===== src/rtl/plic_gateway_pkg.sv =====
// Shared types and constants for the PLIC interrupt gateway.
package plic_pkg;

    typedef enum logic [1:0] {
        IDLE    = 2'd0,
        PENDING = 2'd1,
        CLAIMED = 2'd2
    } gateway_state_t;

    localparam logic MODE_LEVEL = 1'b0;
    localparam logic MODE_EDGE  = 1'b1;

endpackage


===== src/rtl/plic_gateway_if.sv =====
// Source/handshake bundle between a gateway and its surroundings.
interface plic_gateway_if #(
    parameter int COUNT_BITS = 4
);
    logic                  src_i;
    logic                  edge_lvl_i;
    logic                  claim_i;
    logic                  complete_i;
    logic                  ip_o;
    logic [COUNT_BITS-1:0] cnt_o;

    modport master (
        output src_i, edge_lvl_i, claim_i, complete_i,
        input  ip_o, cnt_o
    );

    modport slave (
        input  src_i, edge_lvl_i, claim_i, complete_i,
        output ip_o, cnt_o
    );
endinterface


===== src/rtl/plic_gateway_counter.sv =====
// Saturating pending-edge counter: simultaneous inc/dec cancel, clear dominates.
module plic_gateway_counter #(
    parameter int  MAX_PENDING_COUNT = 8,
    localparam int COUNT_BITS        = $clog2(MAX_PENDING_COUNT + 1)
) (
    input  logic                  clk_i,
    input  logic                  rst_i,
    input  logic                  clr_i,
    input  logic                  inc_i,
    input  logic                  dec_i,
    output logic [COUNT_BITS-1:0] cnt_o
);
    localparam logic [COUNT_BITS-1:0] CNT_MAX = COUNT_BITS'(MAX_PENDING_COUNT);
    localparam logic [COUNT_BITS-1:0] CNT_ONE = COUNT_BITS'(1);

    logic [COUNT_BITS-1:0] cnt_q, cnt_d;

    always_comb begin
        cnt_d = cnt_q;
        if (clr_i) begin
            cnt_d = '0;
        end else if (inc_i && !dec_i) begin
            // An edge arriving at the limit is dropped.
            if (cnt_q != CNT_MAX) cnt_d = cnt_q + CNT_ONE;
        end else if (dec_i && !inc_i) begin
            if (cnt_q != '0) cnt_d = cnt_q - CNT_ONE;
        end
    end

    always_ff @(posedge clk_i) begin
        if (rst_i) cnt_q <= '0;
        else       cnt_q <= cnt_d;
    end

    assign cnt_o = cnt_q;
endmodule


===== src/rtl/plic_gateway.sv =====
// Per-source interrupt gateway: edge/level capture, one outstanding request,
// claim/complete handshake.
module plic_gateway
    import plic_pkg::*;
#(
    parameter int  MAX_PENDING_COUNT = 8,
    localparam int COUNT_BITS        = $clog2(MAX_PENDING_COUNT + 1)
) (
    input  logic           clk_i,
    input  logic           rst_i,
    plic_gateway_if.slave  gw
);
    gateway_state_t        state_q, state_d;
    logic                  ip_q, ip_d;
    logic                  src_q;
    logic                  edge_mode;
    logic                  src_edge;
    logic                  claim_acc;
    logic                  req;
    logic [COUNT_BITS-1:0] cnt;

    assign edge_mode = (gw.edge_lvl_i == MODE_EDGE);
    assign src_edge  = gw.src_i & ~src_q;
    assign claim_acc = (state_q == PENDING) & gw.claim_i;

    // Counter includes the request currently forwarded, so it drops on claim.
    plic_gateway_counter #(
        .MAX_PENDING_COUNT (MAX_PENDING_COUNT)
    ) u_counter (
        .clk_i (clk_i),
        .rst_i (rst_i),
        .clr_i (~edge_mode),
        .inc_i (edge_mode & src_edge),
        .dec_i (edge_mode & claim_acc),
        .cnt_o (cnt)
    );

    assign req = edge_mode ? ((cnt != '0) | src_edge) : gw.src_i;

    always_comb begin
        state_d = state_q;
        unique case (state_q)
            IDLE:    if (req)           state_d = PENDING;
            PENDING: if (gw.claim_i)    state_d = CLAIMED;
            CLAIMED: if (gw.complete_i) state_d = IDLE;
            default:                    state_d = IDLE;
        endcase
        ip_d = (state_d == PENDING);
    end

    always_ff @(posedge clk_i) begin
        if (rst_i) begin
            state_q <= IDLE;
            ip_q    <= 1'b0;
            src_q   <= 1'b0;
        end else begin
            state_q <= state_d;
            ip_q    <= ip_d;
            src_q   <= gw.src_i;
        end
    end

    assign gw.ip_o  = ip_q;
    assign gw.cnt_o = cnt;
endmodule


===== src/flat_wrapper.sv =====
// flat-port wrapper written by rule: the top's interface ports become plain ports
module plic_gateway_flat import plic_pkg::*;
#(
    parameter int  MAX_PENDING_COUNT = 8,
    localparam int COUNT_BITS        = $clog2(MAX_PENDING_COUNT + 1)
)
  (clk_i, rst_i, gw_src_i, gw_edge_lvl_i, gw_claim_i, gw_complete_i, gw_ip_o, gw_cnt_o);
  plic_gateway_if #(.COUNT_BITS(($clog2((8) + 1)))) gw_i ();
  input  logic clk_i;
  input  logic rst_i;
  input wire logic [$bits(gw_i.src_i)-1:0] gw_src_i;
  input wire logic [$bits(gw_i.edge_lvl_i)-1:0] gw_edge_lvl_i;
  input wire logic [$bits(gw_i.claim_i)-1:0] gw_claim_i;
  input wire logic [$bits(gw_i.complete_i)-1:0] gw_complete_i;
  output wire logic [$bits(gw_i.ip_o)-1:0] gw_ip_o;
  output wire logic [$bits(gw_i.cnt_o)-1:0] gw_cnt_o;
  assign gw_i.src_i = gw_src_i;
  assign gw_i.edge_lvl_i = gw_edge_lvl_i;
  assign gw_i.claim_i = gw_claim_i;
  assign gw_i.complete_i = gw_complete_i;
  assign gw_ip_o = gw_i.ip_o;
  assign gw_cnt_o = gw_i.cnt_o;
  plic_gateway #(.MAX_PENDING_COUNT(MAX_PENDING_COUNT)) u_core (.clk_i(clk_i), .rst_i(rst_i), .gw(gw_i));
endmodule

===== config.mk =====
export PLATFORM = sky130hd
export DESIGN_NAME = plic_gateway_flat
export DESIGN_NICKNAME = d
export VERILOG_FILES = /design/src/rtl/plic_gateway_pkg.sv /design/src/rtl/plic_gateway_if.sv /design/src/rtl/plic_gateway_counter.sv /design/src/rtl/plic_gateway.sv /design/src/flat_wrapper.sv
export SDC_FILE = /design/constraint.sdc
export NUM_CORES = 1
export LEC_CHECK = 0
export CAP_MARGIN = 20
export CORE_AREA = 2 2 39 41
export CTS_CLUSTER_DIAMETER = 40
export DETAILED_ROUTE_END_ITERATION = 6
export DIE_AREA = 0 0 41 43
export PLACE_DENSITY = 0.59
export SLEW_MARGIN = 20
export SYNTH_ARGS = -nofsm -noshare
export SYNTH_HDL_FRONTEND = slang
export SYNTH_HIERARCHICAL = 1
export SYNTH_SLANG_ARGS = --single-unit

===== constraint.sdc =====
create_clock -name clk_i -period 2.8 [get_ports clk_i]
set_input_delay 0.56 -clock clk_i [delete_from_list [all_inputs] [get_ports clk_i]]
set_output_delay 0.56 -clock clk_i [all_outputs]
set_load 0.01 [all_outputs]

; Yosys cells after proc, flatten, opt, wreduce, memory -nomap -nowiden
; Index checks and enable logic that the tools add are counted.
[op_classes]
n_addsub = 2
shifts = 0
n_lt_le_gt_ge = 0
mux = 9
div = 0
mul = 0
n_bitwise = 7
n_eq_ne = 5
reduce_logical = 10
[op_table]
columns = operator, count
row1 = two-way mux 4 bit, 4
row2 = two-way mux 2 bit, 3
row3 = one-hot mux 2 bit (3 select lines), 1
row4 = adder 4 x 1 -> 4 bit (second input constant), 1
row5 = AND 1 bit, 4
row6 = equality test 2 x 1 -> 1 bit (second input constant), 2
row7 = inequality test 4 bit (second input constant), 1
row8 = nonzero test 2 bit, 2
row9 = nonzero test 4 bit, 1
row10 = subtractor 4 x 1 -> 4 bit (second input constant), 1
row11 = AND reduction 3 bit, 1
row12 = equality test 2 bit (second input constant), 1
row13 = logical AND 1 bit, 2
row14 = logical NOT 1 bit, 2
row15 = logical NOT 2 bit, 1
row16 = inequality test 2 x 1 -> 1 bit (second input constant), 1
row17 = inverter 1 bit, 2
row18 = OR reduction 2 bit, 1
row19 = two-way mux 1 bit, 1
row20 = OR 1 bit, 1
[totals]
ramBits = 0
latchBits = 0
romBits = 0
register_bits = 8
mem_count = 0

; Depth between registers and ports, before layout
[depth]
word_depth = 7
ltp_mapped = 10
mapped_depth_nobuf = 10

; By module
; Netlist, hierarchy kept.
[modules_own_cells]
columns = mod, cells_each, area_each_um2, instances, seq_area_each_um2
row1 = plic_gateway_counter, 35, 297.8, 1, 80.1
row2 = plic_gateway, 20, 195.2, 1, 80.1

; Worst setup path after synthesis
; OpenSTA, ideal clock, no wires.
[synth_path]
kind = input-to-reg
startpoint = input gw_edge_lvl_i
endpoint = register u_core.u_counter.cnt_q[3] (netlist: u_core/u_counter/cnt_o[3])
setup_slack_ns = 0.701
cell_stages = 9
arrival_time_ns = 2.034
n_path_buf = 0
cell_sequence = and3_1 > inv_1 > ha_1 > inv_1 > ha_1 > nand3_1 > a2111oi_0 > o21ai_0 > nand4b_1
[synth_between]
elab_chain_cells = 5
elab_cells_between_ends = 13
[synth_rtl]
columns = element, line
row1 = "start, declared", flat_wrapper.sv:12  ; input wire logic [$bits(gw_i.edge_lvl_i)-1:0] gw_edge_lvl_i;
row2 = "AND 1 bit, on equally long branches", "plic_gateway.sv:34, plic_gateway.sv:33"
row3 = "logical NOT 1 bit, on equally long branches", "plic_gateway_counter.sv:22, plic_gateway_counter.sv:25"
row4 = "logical AND 1 bit, on equally long branches", "plic_gateway_counter.sv:22, plic_gateway_counter.sv:25"
row5 = inequality test 2 x 1 -> 1 bit (no line) / nonzero test 2 bit (equally long branches), -
row6 = AND reduction 3 bit (no line), -
row7 = "end signal, assigned", plic_gateway_counter.sv:32  ; else cnt_q <= cnt_d;
row8 = "end, declared", plic_gateway_counter.sv:16  ; logic [COUNT_BITS-1:0] cnt_q, cnt_d;
; Parallel ways exist; a longest one is shown, timed or not.
; A chain may end at the register's enable or synchronous reset.

; Worst setup path in the final report
; Ends and elaborated chain as after synthesis.

==> impl_metrics.toml <==
[clock_tree]
clk_latency_ns = 0.25
cts-root-buf = "clkbuf_4"
cts_repair_resize_count = 0
htreeDepth = 1
clkSlewWorstSetupHoldPaths_ns = 0.06
post_cts_buffers = 0
clockBufferDepth = 2
clkSinkCount = 8
cts_hold_buf = 0
cts-buffers-inserted = 3
cts_tree = "built"

[pwr]
swShare = 0.2554
intPower_mw = 0.2034
leakage_nw = 0.2492
clkPwrFrac = 0.317
power_density_nw_per_um2 = 405.7
pwr-share-seq = 0.465
p_sw_mw = 0.06975
p_comb_frac = 0.217
peakVddDrop_uv = 264.2

[timing]
fmax_ghz = 0.3990
skew_ns = 0.007679
period_share = 0.8951
setup_viol_count_final = 0
rsz0062_at_grt = "no"
maxSlewViolCount = 0
setup_tns_ns = 0
max_slew_margin = 0.7283
period_minus_slack_ns = 2.506
finalWorstSetupSlack_ns = 0.2938
worst_slew_pin_slew_ns = 0.3973
final-hold-violation-count = 0

[global_route]
grt_start_max_net_pins = 9
grt_antenna_before_repair = 0
grt_pass1_wl_um = 1662
grt_pass1_vias = 393
grt_use_total = 0.1483
gr-total-overflow = 0

[floorplanning]
die_height_um = 43
rows = 14
pin_count = 11
fp.dieArea_um2 = 1763
initial_utilization = 0.3562
fp.dieW_um = 41
fp.coreArea_um2 = 1384

[yosys]
ys_seq_area_frac = 0.3249
async_reset_ff_frac = 0
ys.flop_type = "dfxtp_1"
synth_area_per_cell_um2 = 8.963
ys_types = 27
ys_warn_count = 6
synth_area_um2 = 493.0
syn-num-nets = 65
synth_edf_count = 0
synthCells = 55
ys_ff_latch = 8

[min_path]
min-delay-path-class = "flop to flop"

[critical_path]
path_class = "primary input to flop"
cp.arrival_ns = 2.70
cp.required_ns = 2.99
worst_setup_path_start_kind = "primary input"
end_kind = "flop"
crit_path_max_fanout = 5

[drt]
vias = 444
avgRoutedWirePerCell_um = 11.24
dr.pass1.iters = 4
vias_per_cell = 4.989
drt_wl_total_um = 1000
drc_errors = 0
drt_iter0_drc = 11
ant_nets = 0

[placed_design]
post-place-cells = 86
dp_hpwl_um = 781.8
io_buffers = 10
place_congestion = 0.7226
dp_worst_setup_slack_ns = 0.09951

[finish]
final_common_cell = "clkdlybuf4s50_1"
drive_gt1_frac = 0.1918
diodes = 0
nNetsFinal = 85
post-route-util = 0.4864
final_cell_mix = "10 x clkdlybuf4s50_1, 9 x nor2_1, 8 x dfxtp_1"
layout.cells.non_filler = 89
syn2layout_area_growth_pct = 36.55

[run_status]
status = "complete, no violations"

[flow_run]
cap_violations = 0
cell usage after synthesis, drive strengths merged (2+ instances only):
master / count / area, um2
inv: 3 / 11.26
xnor2: 3 / 26.28
ha: 3 / 37.54
nand3: 3 / 15.01
and3: 2 / 13.77
nor2b: 2 / 15.02
nor3: 2 / 15.01
a21oi: 4 / 23.77
nor2: 9 / 33.78
nand4b: 2 / 17.52
dfxtp: 8 / 160.2
a22o: 2 / 17.52
nand2: 2 / 7.510
flip-flops by register name (all words and copies together) (netlist names):
name,flops
u_core/src_q,1
u_core/gw.ip_o,1
u_core/state_q,2
u_core/u_counter/cnt_o,4
cell families after synthesis:
| kind of cell | Yosys count | share of synthesized area |
|---|---|---|
| adder cells (fa/ha/maj) | 4 | 0.1168 |
| AND/OR/NAND/NOR | 27 | 0.3401 |
| AO/OA/AOI/OAI | 10 | 0.1421 |
| buffers and inverters | 3 | 0.02284 |
| flip-flops | 8 | 0.3249 |
| XOR/XNOR | 3 | 0.05331 |
final cells by class:
cell class / count / area, um2
Inverter: 3 / 11.26
Clock buffer: 3 / 22.52
Sequential cell: 8 / 160.2
Multi-Input combinational cell: 44 / 321.6
Fill cell: 139 / 710.7
Tap cell: 16 / 20.02
Timing Repair Buffer: 15 / 137.6
critical path, stage by stage:
cell	delay, ns
clkdlybuf4s50_1	0.52
inv_1	0.08
nor2_1	0.12
ha_1	0.17
inv_1	0.10
ha_1	0.33
a21oi_1	0.10
a2111oi_0	0.45
o21ai_0	0.16
nand4b_1	0.11
power by group through the flow:
stage	logic (mW)	clock network [mW]	registers (mW)
after floorplan	0.0329	0	0.130
after global placement	0.0589	0	0.129
after detailed placement	0.0597	0	0.130
after CTS	0.0599	0.0924	0.127
after global routing	0.0658	0.0987	0.128
final	0.0594	0.0866	0.127
path summary, 6_finish.rpt:
path                                                start                   endpoint  slack (ns)  depth (start not counted)
worst max-delay path                        gw_edge_lvl_i  u_core/u_counter/cnt_o[3]        0.29                         10
worst min-delay path            u_core/u_counter/cnt_o[1]  u_core/u_counter/cnt_o[1]        0.56                          2
worst max register to register          u_core/state_q[0]  u_core/u_counter/cnt_o[3]        0.55                         10
worst min register to register  u_core/u_counter/cnt_o[1]  u_core/u_counter/cnt_o[1]        0.56                          2
through the flow:
step | area (um2) | hold WS, ns | power [mW]
3_3_place_gp | 650.6 | 0.5542 | 0.1883
3_5_place_dp | 650.6 | 0.5575 | 0.1892
5_1_grt | 673.1 | 0.5843 | 0.2927
2_1_floorplan | 493.0 | 0.5503 | 0.1628
6_report | 673.1 | 0.5647 | 0.2731
4_1_cts | 673.1 | 0.5662 | 0.2795
metal layers:
layer	vias up	GRT usage	part of all wire
li1	236	-	-
met1	201	0.1928	0.50
met2	7	0.1906	0.46
met3	0	0.09424	0.040
met4	0	0.06000	0
met5	-	0	0
(Power assumes the default switching activity.)
